`src/rtl/irq_pkg.sv`:
```
// Shared constants and types for the interrupt pending controller.
package irq_pkg;

  localparam int NUM_CH = 4;
  localparam int CODE_W = 2;

  typedef enum logic {
    IDLE = 1'b0,
    BUSY = 1'b1
  } irq_state_e;

endpackage

```
`src/rtl/irq_edge_sync.sv`:
```
// Per-channel rising-edge detector for the raw request lines.
// Build option IRQ_SYNC_EN: insert a 2-flop synchroniser in front of the
// edge detector for request lines that are asynchronous to clk.
module irq_edge_sync
  import irq_pkg::*;
(
  input  logic              clk,
  input  logic              rst_n,
  input  logic [NUM_CH-1:0] req,
  output logic [NUM_CH-1:0] req_edge
);

  logic [NUM_CH-1:0] req_s;
  logic [NUM_CH-1:0] req_q;

`ifdef IRQ_SYNC_EN
  logic [NUM_CH-1:0] sync_q1;
  logic [NUM_CH-1:0] sync_q2;

  // Two-stage synchroniser, one pair of flops per channel.
  // NOTE: sequential state uses non-blocking assignments so every flop samples pre-edge values.
  always_ff @(posedge clk or negedge rst_n) begin
    if (!rst_n) begin
      sync_q1 <= '0;
      sync_q2 <= '0;
    end else begin
      sync_q1 <= req;
      sync_q2 <= sync_q1;
    end
  end

  assign req_s = sync_q2;
`else
  // Requests are already synchronous to clk.
  assign req_s = req;
`endif

  // Previous-cycle copy of the request lines for edge detection.
  always_ff @(posedge clk or negedge rst_n) begin
    if (!rst_n) begin
      req_q <= '0;
    end else begin
      req_q <= req_s;
    end
  end

  // A held-high line yields a single-cycle edge pulse only.
  assign req_edge = req_s & ~req_q;

endmodule

```
`src/rtl/irq_pending_ctrl.sv`:
```
// Request capture and service stage around an external 4:2 priority encoder.
// Captures request edges into sticky pending bits, drives the masked pending
// vector to the encoder, presents the encoder's winner over valid/ack and
// counts edges lost because their channel was already pending.
// Build option IRQ_SYNC_EN: synchronise req_i before edge detection.
module irq_pending_ctrl
  import irq_pkg::*;
#(
  parameter int CNT_W = 8
) (
  input  logic              clk,
  input  logic              rst_n,
  input  logic [NUM_CH-1:0] req_i,
  input  logic [NUM_CH-1:0] mask_i,
  output logic [NUM_CH-1:0] pend_o,
  input  logic              enc_a_i,
  input  logic              enc_b_i,
  input  logic              enc_v_i,
  output logic              irq_valid_o,
  output logic [CODE_W-1:0] irq_code_o,
  input  logic              irq_ack_i,
  output logic [CNT_W-1:0]  lost_cnt_o,
  input  logic              lost_clr_i
);

  localparam int SUM_W = CNT_W + 1;

  irq_state_e        state_q, state_d;
  logic [CODE_W-1:0] code_q, code_d;
  logic              ack_fire;
  logic [NUM_CH-1:0] req_edge;
  logic [NUM_CH-1:0] pending_q, pending_d;
  logic [NUM_CH-1:0] clr_vec;
  logic [NUM_CH-1:0] lost_vec;
  logic [CNT_W-1:0]  lost_q, lost_d;
  logic [SUM_W-1:0]  lost_sum;

  irq_edge_sync u_edge_sync (
    .clk      (clk),
    .rst_n    (rst_n),
    .req      (req_i),
    .req_edge (req_edge)
  );

  // Presentation FSM: latch the encoder's winner in IDLE, hold it until acked.
  // NOTE: every always_comb output gets a default first so no latch is inferred.
  always_comb begin
    state_d  = state_q;
    code_d   = code_q;
    ack_fire = 1'b0;
    case (state_q)
      IDLE: begin
        if (enc_v_i) begin
          code_d  = {enc_a_i, enc_b_i};
          state_d = BUSY;
        end
      end
      BUSY: begin
        if (irq_ack_i) begin
          ack_fire = 1'b1;
          state_d  = IDLE;
        end
      end
      default: state_d = IDLE;
    endcase
  end

  // State and presented code registers.
  always_ff @(posedge clk or negedge rst_n) begin
    if (!rst_n) begin
      state_q <= IDLE;
      code_q  <= '0;
    end else begin
      state_q <= state_d;
      code_q  <= code_d;
    end
  end

  // Pending update: clear on ack of the presented channel, then a new edge
  // re-sets it, so a re-request coincident with its own ack survives.
  always_comb begin
    for (int i = 0; i < NUM_CH; i++) begin
      clr_vec[i] = ack_fire && (code_q == CODE_W'(i));
    end
    pending_d = (pending_q & ~clr_vec) | req_edge;
    lost_vec  = req_edge & pending_q & ~clr_vec;
  end

  // Sticky pending bits.
  always_ff @(posedge clk or negedge rst_n) begin
    if (!rst_n) begin
      pending_q <= '0;
    end else begin
      pending_q <= pending_d;
    end
  end

  // Lost-edge counter: add one per losing channel with a carry bit, then clamp.
  always_comb begin
    lost_sum = {1'b0, lost_q};
    for (int i = 0; i < NUM_CH; i++) begin
      if (lost_vec[i]) begin
        lost_sum = lost_sum + SUM_W'(1);
      end
    end
    if (lost_clr_i) begin
      lost_d = '0;
    end else if (lost_sum[CNT_W]) begin
      lost_d = '1;
    end else begin
      lost_d = lost_sum[CNT_W-1:0];
    end
  end

  // Lost-edge counter register.
  always_ff @(posedge clk or negedge rst_n) begin
    if (!rst_n) begin
      lost_q <= '0;
    end else begin
      lost_q <= lost_d;
    end
  end

  assign pend_o      = pending_q & ~mask_i;
  assign irq_valid_o = (state_q == BUSY);
  assign irq_code_o  = code_q;
  assign lost_cnt_o  = lost_q;

endmodule
```
`config.mk`:
```
export PLATFORM = sky130hd
export DESIGN_NAME = irq_pending_ctrl
export DESIGN_NICKNAME = d
export VERILOG_FILES = /design/src/rtl/irq_pkg.sv /design/src/rtl/irq_edge_sync.sv /design/src/rtl/irq_pending_ctrl.sv
export SDC_FILE = /design/constraint.sdc
export NUM_CORES = 1
export LEC_CHECK = 0
export ABC_AREA = 1
export ABC_CLOCK_PERIOD_IN_PS = 9500
export CELL_PAD_IN_SITES_DETAIL_PLACEMENT = 1
export CELL_PAD_IN_SITES_GLOBAL_PLACEMENT = 1
export CORE_MARGIN = 5
export CORE_UTILIZATION = 40
export CTS_BUF_LIST = sky130_fd_sc_hd__clkbuf_16
export DETAILED_ROUTE_END_ITERATION = 6
export GPL_ROUTABILITY_DRIVEN = 0
export PLACE_DENSITY = 0.88
export REMOVE_ABC_BUFFERS = 1
export SETUP_SLACK_MARGIN = 0.4
export SLEW_MARGIN = 40
export SYNTH_ARGS = -nofsm -noshare
export SYNTH_HDL_FRONTEND = slang
export SYNTH_HIERARCHICAL = 1
export SYNTH_SLANG_ARGS = --single-unit
```
`constraint.sdc`:
```
create_clock -name clk -period 9.5 [get_ports clk]
set_input_delay 1.9 -clock clk [delete_from_list [all_inputs] [get_ports clk]]
set_output_delay 1.9 -clock clk [all_outputs]
set_load 0.01 [all_outputs]
```
=== Word-level counts from Yosys, hierarchy flattened ===
Index checks and enable logic that the tools add are counted.

* Bits in registers: 19
* Logic and storage cells: 39
* Input bits: 15
* Output and inout port bits: 15

* Add/sub/neg operators: 4
* Eq/ne operators: 3
* Muxes and demuxes: 11
* Bitwise logic cells: 10
* Reduce and logical (&&, ||, !) cells: 6

{| class="wikitable"
|+ Operator list
! operator !! number
|-
| 9-bit 2-to-1 mux || 4
|-
| 9-bit by 1-bit adder with 9-bit output (second input constant) || 3
|-
| 4-bit bitwise AND || 5
|-
| 8-bit 2-to-1 mux || 2
|-
| 4-bit inverter || 3
|-
| 8-bit by 1-bit adder with 9-bit output (second input constant) || 1
|-
| 2-bit == test (second input constant) || 2
|-
| 1-bit logical AND || 4
|-
| 1-bit 2-to-1 mux || 4
|-
| 4-bit bitwise OR || 1
|-
| 2-bit by 1-bit == test with 1-bit output (second input constant) || 1
|-
| 2-bit logical NOT || 1
|-
| 1-bit one-hot mux with 2 select lines || 1
|-
| 2-bit AND reduction || 1
|-
| 1-bit inverter || 1
|}

=== Depth between registers and ports, before layout ===
* Depth in word-level cells: 14
* Mapped depth: 28
* Gate-level depth less buffers: 28

=== Modules after synthesis ===
Netlist, hierarchy kept.

{| class="wikitable"
|+ By module, submodules not included
! module !! area each (um^2) !! times used !! sequential area each (um^2) !! cells an instance
|-
| irq_pending_ctrl || 1696.6 || 1 || 375.4 || 277
|-
| irq_edge_sync || 140.1 || 1 || 100.1 || 12
|}

=== Worst setup path before layout ===
No wires, ideal clock.

* Path kind: input-to-reg
* Start point: in req_i[0]
* End point: reg lost_q[6], in the netlist lost_cnt_o[6]
* Cell stages on the path: 24
* Setup time: 0.113 ns
* Path slack: 4.892 ns
* Buffers on the path: 0
* Data required time: 9.387 ns
* Data arrival time: 4.495 ns
* Cell sequence: inv_1 nor2_2 nand2_1 inv_2 nand3_1 nand2_4 inv_1 ha_1 or2_2 nand2_1 inv_1 ha_1 nand2_1 nand2_1 ha_1 nand4_1 nor2_2 nand2_2 nor2_4 nand2_2 nand2_1 nand3_1 nand2_1 inv_1

* Longest elaborated chain between the ends: 12

{| class="wikitable"
|+ RTL lines
! what !! RTL line !! RTL
|-
| start, declared || irq_pending_ctrl.sv:13 || <nowiki>input logic [NUM_CH-1:0] req_i,</nowiki>
|-
| 4-bit bitwise AND (*) || irq_edge_sync.sv:48 || <nowiki>assign req_edge = req_s & ~req_q;</nowiki>
|-
| via req_edge[0] || irq_pending_ctrl.sv:31 || <nowiki>logic [NUM_CH-1:0] req_edge;</nowiki>
|-
| 4-bit bitwise AND (*) (2 in series) || irq_pending_ctrl.sv:86 || <nowiki>lost_vec = req_edge & pending_q & ~clr_vec;</nowiki>
|-
| 9-bit 2-to-1 mux (*) || irq_pending_ctrl.sv:102 || <nowiki>if (lost_vec[i]) begin</nowiki>
|-
| 9-bit by 1-bit adder with 9-bit output || irq_pending_ctrl.sv:103 || <nowiki>lost_sum = lost_sum + SUM_W'(1);</nowiki>
|-
| 9-bit 2-to-1 mux (*) || irq_pending_ctrl.sv:102 ||
|-
| 9-bit by 1-bit adder with 9-bit output || irq_pending_ctrl.sv:103 ||
|-
| 9-bit 2-to-1 mux (*) || irq_pending_ctrl.sv:102 ||
|-
| 9-bit by 1-bit adder with 9-bit output || irq_pending_ctrl.sv:103 ||
|-
| 9-bit 2-to-1 mux (*) || irq_pending_ctrl.sv:102 ||
|-
| 8-bit 2-to-1 mux (*) || irq_pending_ctrl.sv:108 || <nowiki>end else if (lost_sum[CNT_W]) begin</nowiki>
|-
| 8-bit 2-to-1 mux (*) || irq_pending_ctrl.sv:106 || <nowiki>if (lost_clr_i) begin</nowiki>
|-
| via lost_d[6] || irq_pending_ctrl.sv:35 || <nowiki>logic [CNT_W-1:0] lost_q, lost_d;</nowiki>
|-
| end signal, assigned || irq_pending_ctrl.sv:120 || <nowiki>lost_q <= lost_d;</nowiki>
|-
| end, declared || irq_pending_ctrl.sv:35 ||
|}

The timed path passes the listed nets; every way through them passes the cells marked *.
A chain may end at the register's enable or synchronous reset.

=== Worst setup path in the final report ===
* Start point: in req_i[0]
* End point: reg lost_q[7], in the netlist lost_cnt_o[7]

Same word-level chain as after synthesis.

==> impl_metrics.ini <==
[sta]
fmax_mhz = 191.9
worst_slew_pin_slew_ns = 0.4526
post-route-period-util_pct = 54.84
fin_hold_ws_ns = 0.5099
max_slew_margin_pct = 69.83
rsz0062_at_grt = no
fin_crit_ns = 5.210
drv_slew = 0
skew_ns = 0.003326
tns_ns = 0
finalHoldViolCount = 0
setup_violations = 0

[die]
initial_core_util_pct = 41.61
dieArea_um2 = 6047
die_x_um = 77.77
core-area_um2 = 4414
num_rows = 24
io_pins = 30
die_h_um = 77.77

[layout]
nets = 341
synthToLayoutAreaGrowth_pct = 23.16
final_cell_mix = nand2_1, inv_1, nand3_1, clkdlybuf4s50_1, nor2_1
antenna_cells = 0
drive_gt1_share_pct = 18.38
final_common_cell = nand2_1

[worst_setup_path]
reg2reg_slack_ns = 6.01
arrival_ns = 5.38
cp.required_ns = 9.67
cp_max_fo = 4
r2r_end = lost_cnt_o[7]
worstSetupPathType = in -> reg
reg2reg_depth = 21
cp-end-kind = flip-flop
worstSetupStartpointType = primary input
r2r_start = lost_cnt_o[0]

[synthesis]
yosysUniqueCellTypes = 29
synth_edf_count = 0
ys_seq_elements = 19
synth_warnings = 6
netlist_instances = 289
syn_area_per_cell_um2 = 6.356
syn-cell-area_um2 = 1837
synth-main-ff-cell = dfrtp_1
ys_seq_area_share_pct = 25.89
async_flop_share_pct = 100.0

[clock_tree]
clk_pin_slew_ns = 0.06
clock_sinks = 19
cts-resized-gates = 0
clk_latency_ns = 0.25
ctsHoldBuffers = 0
post_cts_buffers = 0
numCtsBuffers = 3
clockBufferDepth = 2
cts_root_buffer = clkbuf_16
cts_htree_levels = 1
cts_tree = done

[placement]
dp_hpwl_um = 3983
port_buffers = 29

[hold_path]
holdPathStages = 1
whs_endpoint = pending_q[0]
min_path_type = reg -> reg
hold_path.startpoint = pending_q[0]

[global_route]
use_met1_pct = 23.50
overflow = 0
grt_max_degree = 20
grtUsageTotal_pct = 18.18
busiest_layer = met2
use_met3_pct = 2.315
grtUsageMet2_pct = 32.14
grt_pass1_vias = 1963
grt_pass1_wl_um = 9190
antenna_found_initial = 0

[route]
wl_per_cell_um = 13.57
avgViaCountPerCell = 4.968
remaining_drc_errors = 0
drtIter0Drc = 45
ant_nets = 0
vias = 1853
routed_wl_um = 5063
detail_route.first_pass.iterations = 4

[power]
vdd_drop_max_uv = 86.19
p_leak_uw = 0.001256
p_per_area_nw_per_um2 = 161.3

[run]
cap_violations = 0

[outcome]
outcome = finished, final reports clean
final cells by class:
cell class              instances  area, um2
clock inverters                 1      5.005
clock buffers                   3      75.07
fillers                       607       2152
flip-flops and latches         19      475.5
repair buffers                 29      285.3
inverters                      62      232.7
multi-input cells             207       1124
well taps                      52      65.06
cells in the mapped netlist, types with 3 or more instances:
master | instances | area [um2]
nand2_2 | 13 | 81.33
inv_1 | 51 | 191.4
nor2_4 | 3 | 33.78
nor2_1 | 21 | 78.83
a21oi_1 | 3 | 15.01
nand2_1 | 84 | 315.3
ha_1 | 4 | 50.05
inv_2 | 11 | 41.29
dfrtp_1 | 19 | 475.5
nand3_1 | 29 | 145.1
a21o_1 | 3 | 22.52
nand2_4 | 7 | 78.83
nand4_1 | 5 | 31.28
nor2_2 | 9 | 56.30
nand3_2 | 5 | 50.05
o21ai_0 | 7 | 35.03
layer usage:
metal  vias to the layer above  share of wire [%]
met5                         -                  0
met4                         0                1.5
met3                         8                2.6
met2                        27                 49
met1                       866                 46
li1                        952                  -
where the power goes:
group	switching, uW	total, uW	internal (uW)
Clock	32.7	89.3	56.5
Combinational	103	167	64.6
Sequential	15.9	108	92.4
Total	151	365	214
flip-flops by register name, indices dropped and copies added (netlist names):
signal,cells
lost_cnt_o,8
u_edge_sync/req_q,4
irq_valid_o,1
irq_code_o,2
pending_q,4
metrics by stage:
step | util, % | worst slack, ns | total power [uW] | cells | area, um2
finish | 51.25 | 4.290 | 364.8 | 373 | 2262
global route | 51.25 | 3.985 | 394.5 | 373 | 2262
CTS | 51.25 | 4.276 | 368.0 | 373 | 2262
detailed placement | 49.43 | 4.075 | 274.6 | 369 | 2182
global placement | 49.55 | 4.234 | 266.7 | 369 | 2187
floorplan | - | 4.892 | 218.8 | 288 | 1832
logic make-up after synthesis:
| group | count (synthesis) | share of synthesized area, % |
|---|---|---|
| compound gates | 18 | 6.539 |
| xor+xnor | 3 | 1.431 |
| fa+ha+maj | 4 | 2.725 |
| buf+inv | 63 | 12.94 |
| flops | 19 | 25.89 |
| mux | 1 | 0.6130 |
| simple gates | 181 | 49.86 |
critical path, stage by stage:
cell and delay, ns:
clkdlybuf4s50_1 0.48, inv_1 0.06, nor2_2 0.10, nand2_1 0.12, inv_2 0.13, nand3_1 0.12, nand2_1 0.15, inv_1 0.07
ha_1 0.26, or2_2 0.32, nand2_1 0.14, inv_1 0.06, ha_1 0.27, nand2_1 0.06, nand2_1 0.09, ha_1 0.16
nand4_1 0.16, nor2_2 0.16, nand2_2 0.09, nor2_4 0.13, nand2_2 0.07, nor2_1 0.10, nor2_1 0.05, a21oi_1 0.14
worst max path at each step:
| stage | start | to | slack (ns) | depth (start not counted) |
|---|---|---|---|---|
| 5_1_grt | req_i[0] | lost_cnt_o[6] | 3.98 | 25 |
| 3_3_place_gp | req_i[0] | lost_cnt_o[7] | 4.23 | 24 |
| 4_1_cts | req_i[0] | lost_cnt_o[7] | 4.28 | 24 |
| 3_5_place_dp | req_i[0] | lost_cnt_o[7] | 4.07 | 24 |
| 2_1_floorplan | req_i[0] | lost_cnt_o[6] | 4.89 | 24 |
| 6_report | req_i[0] | lost_cnt_o[7] | 4.29 | 24 |
No activity file was read; power rests on OpenSTA's default activity.
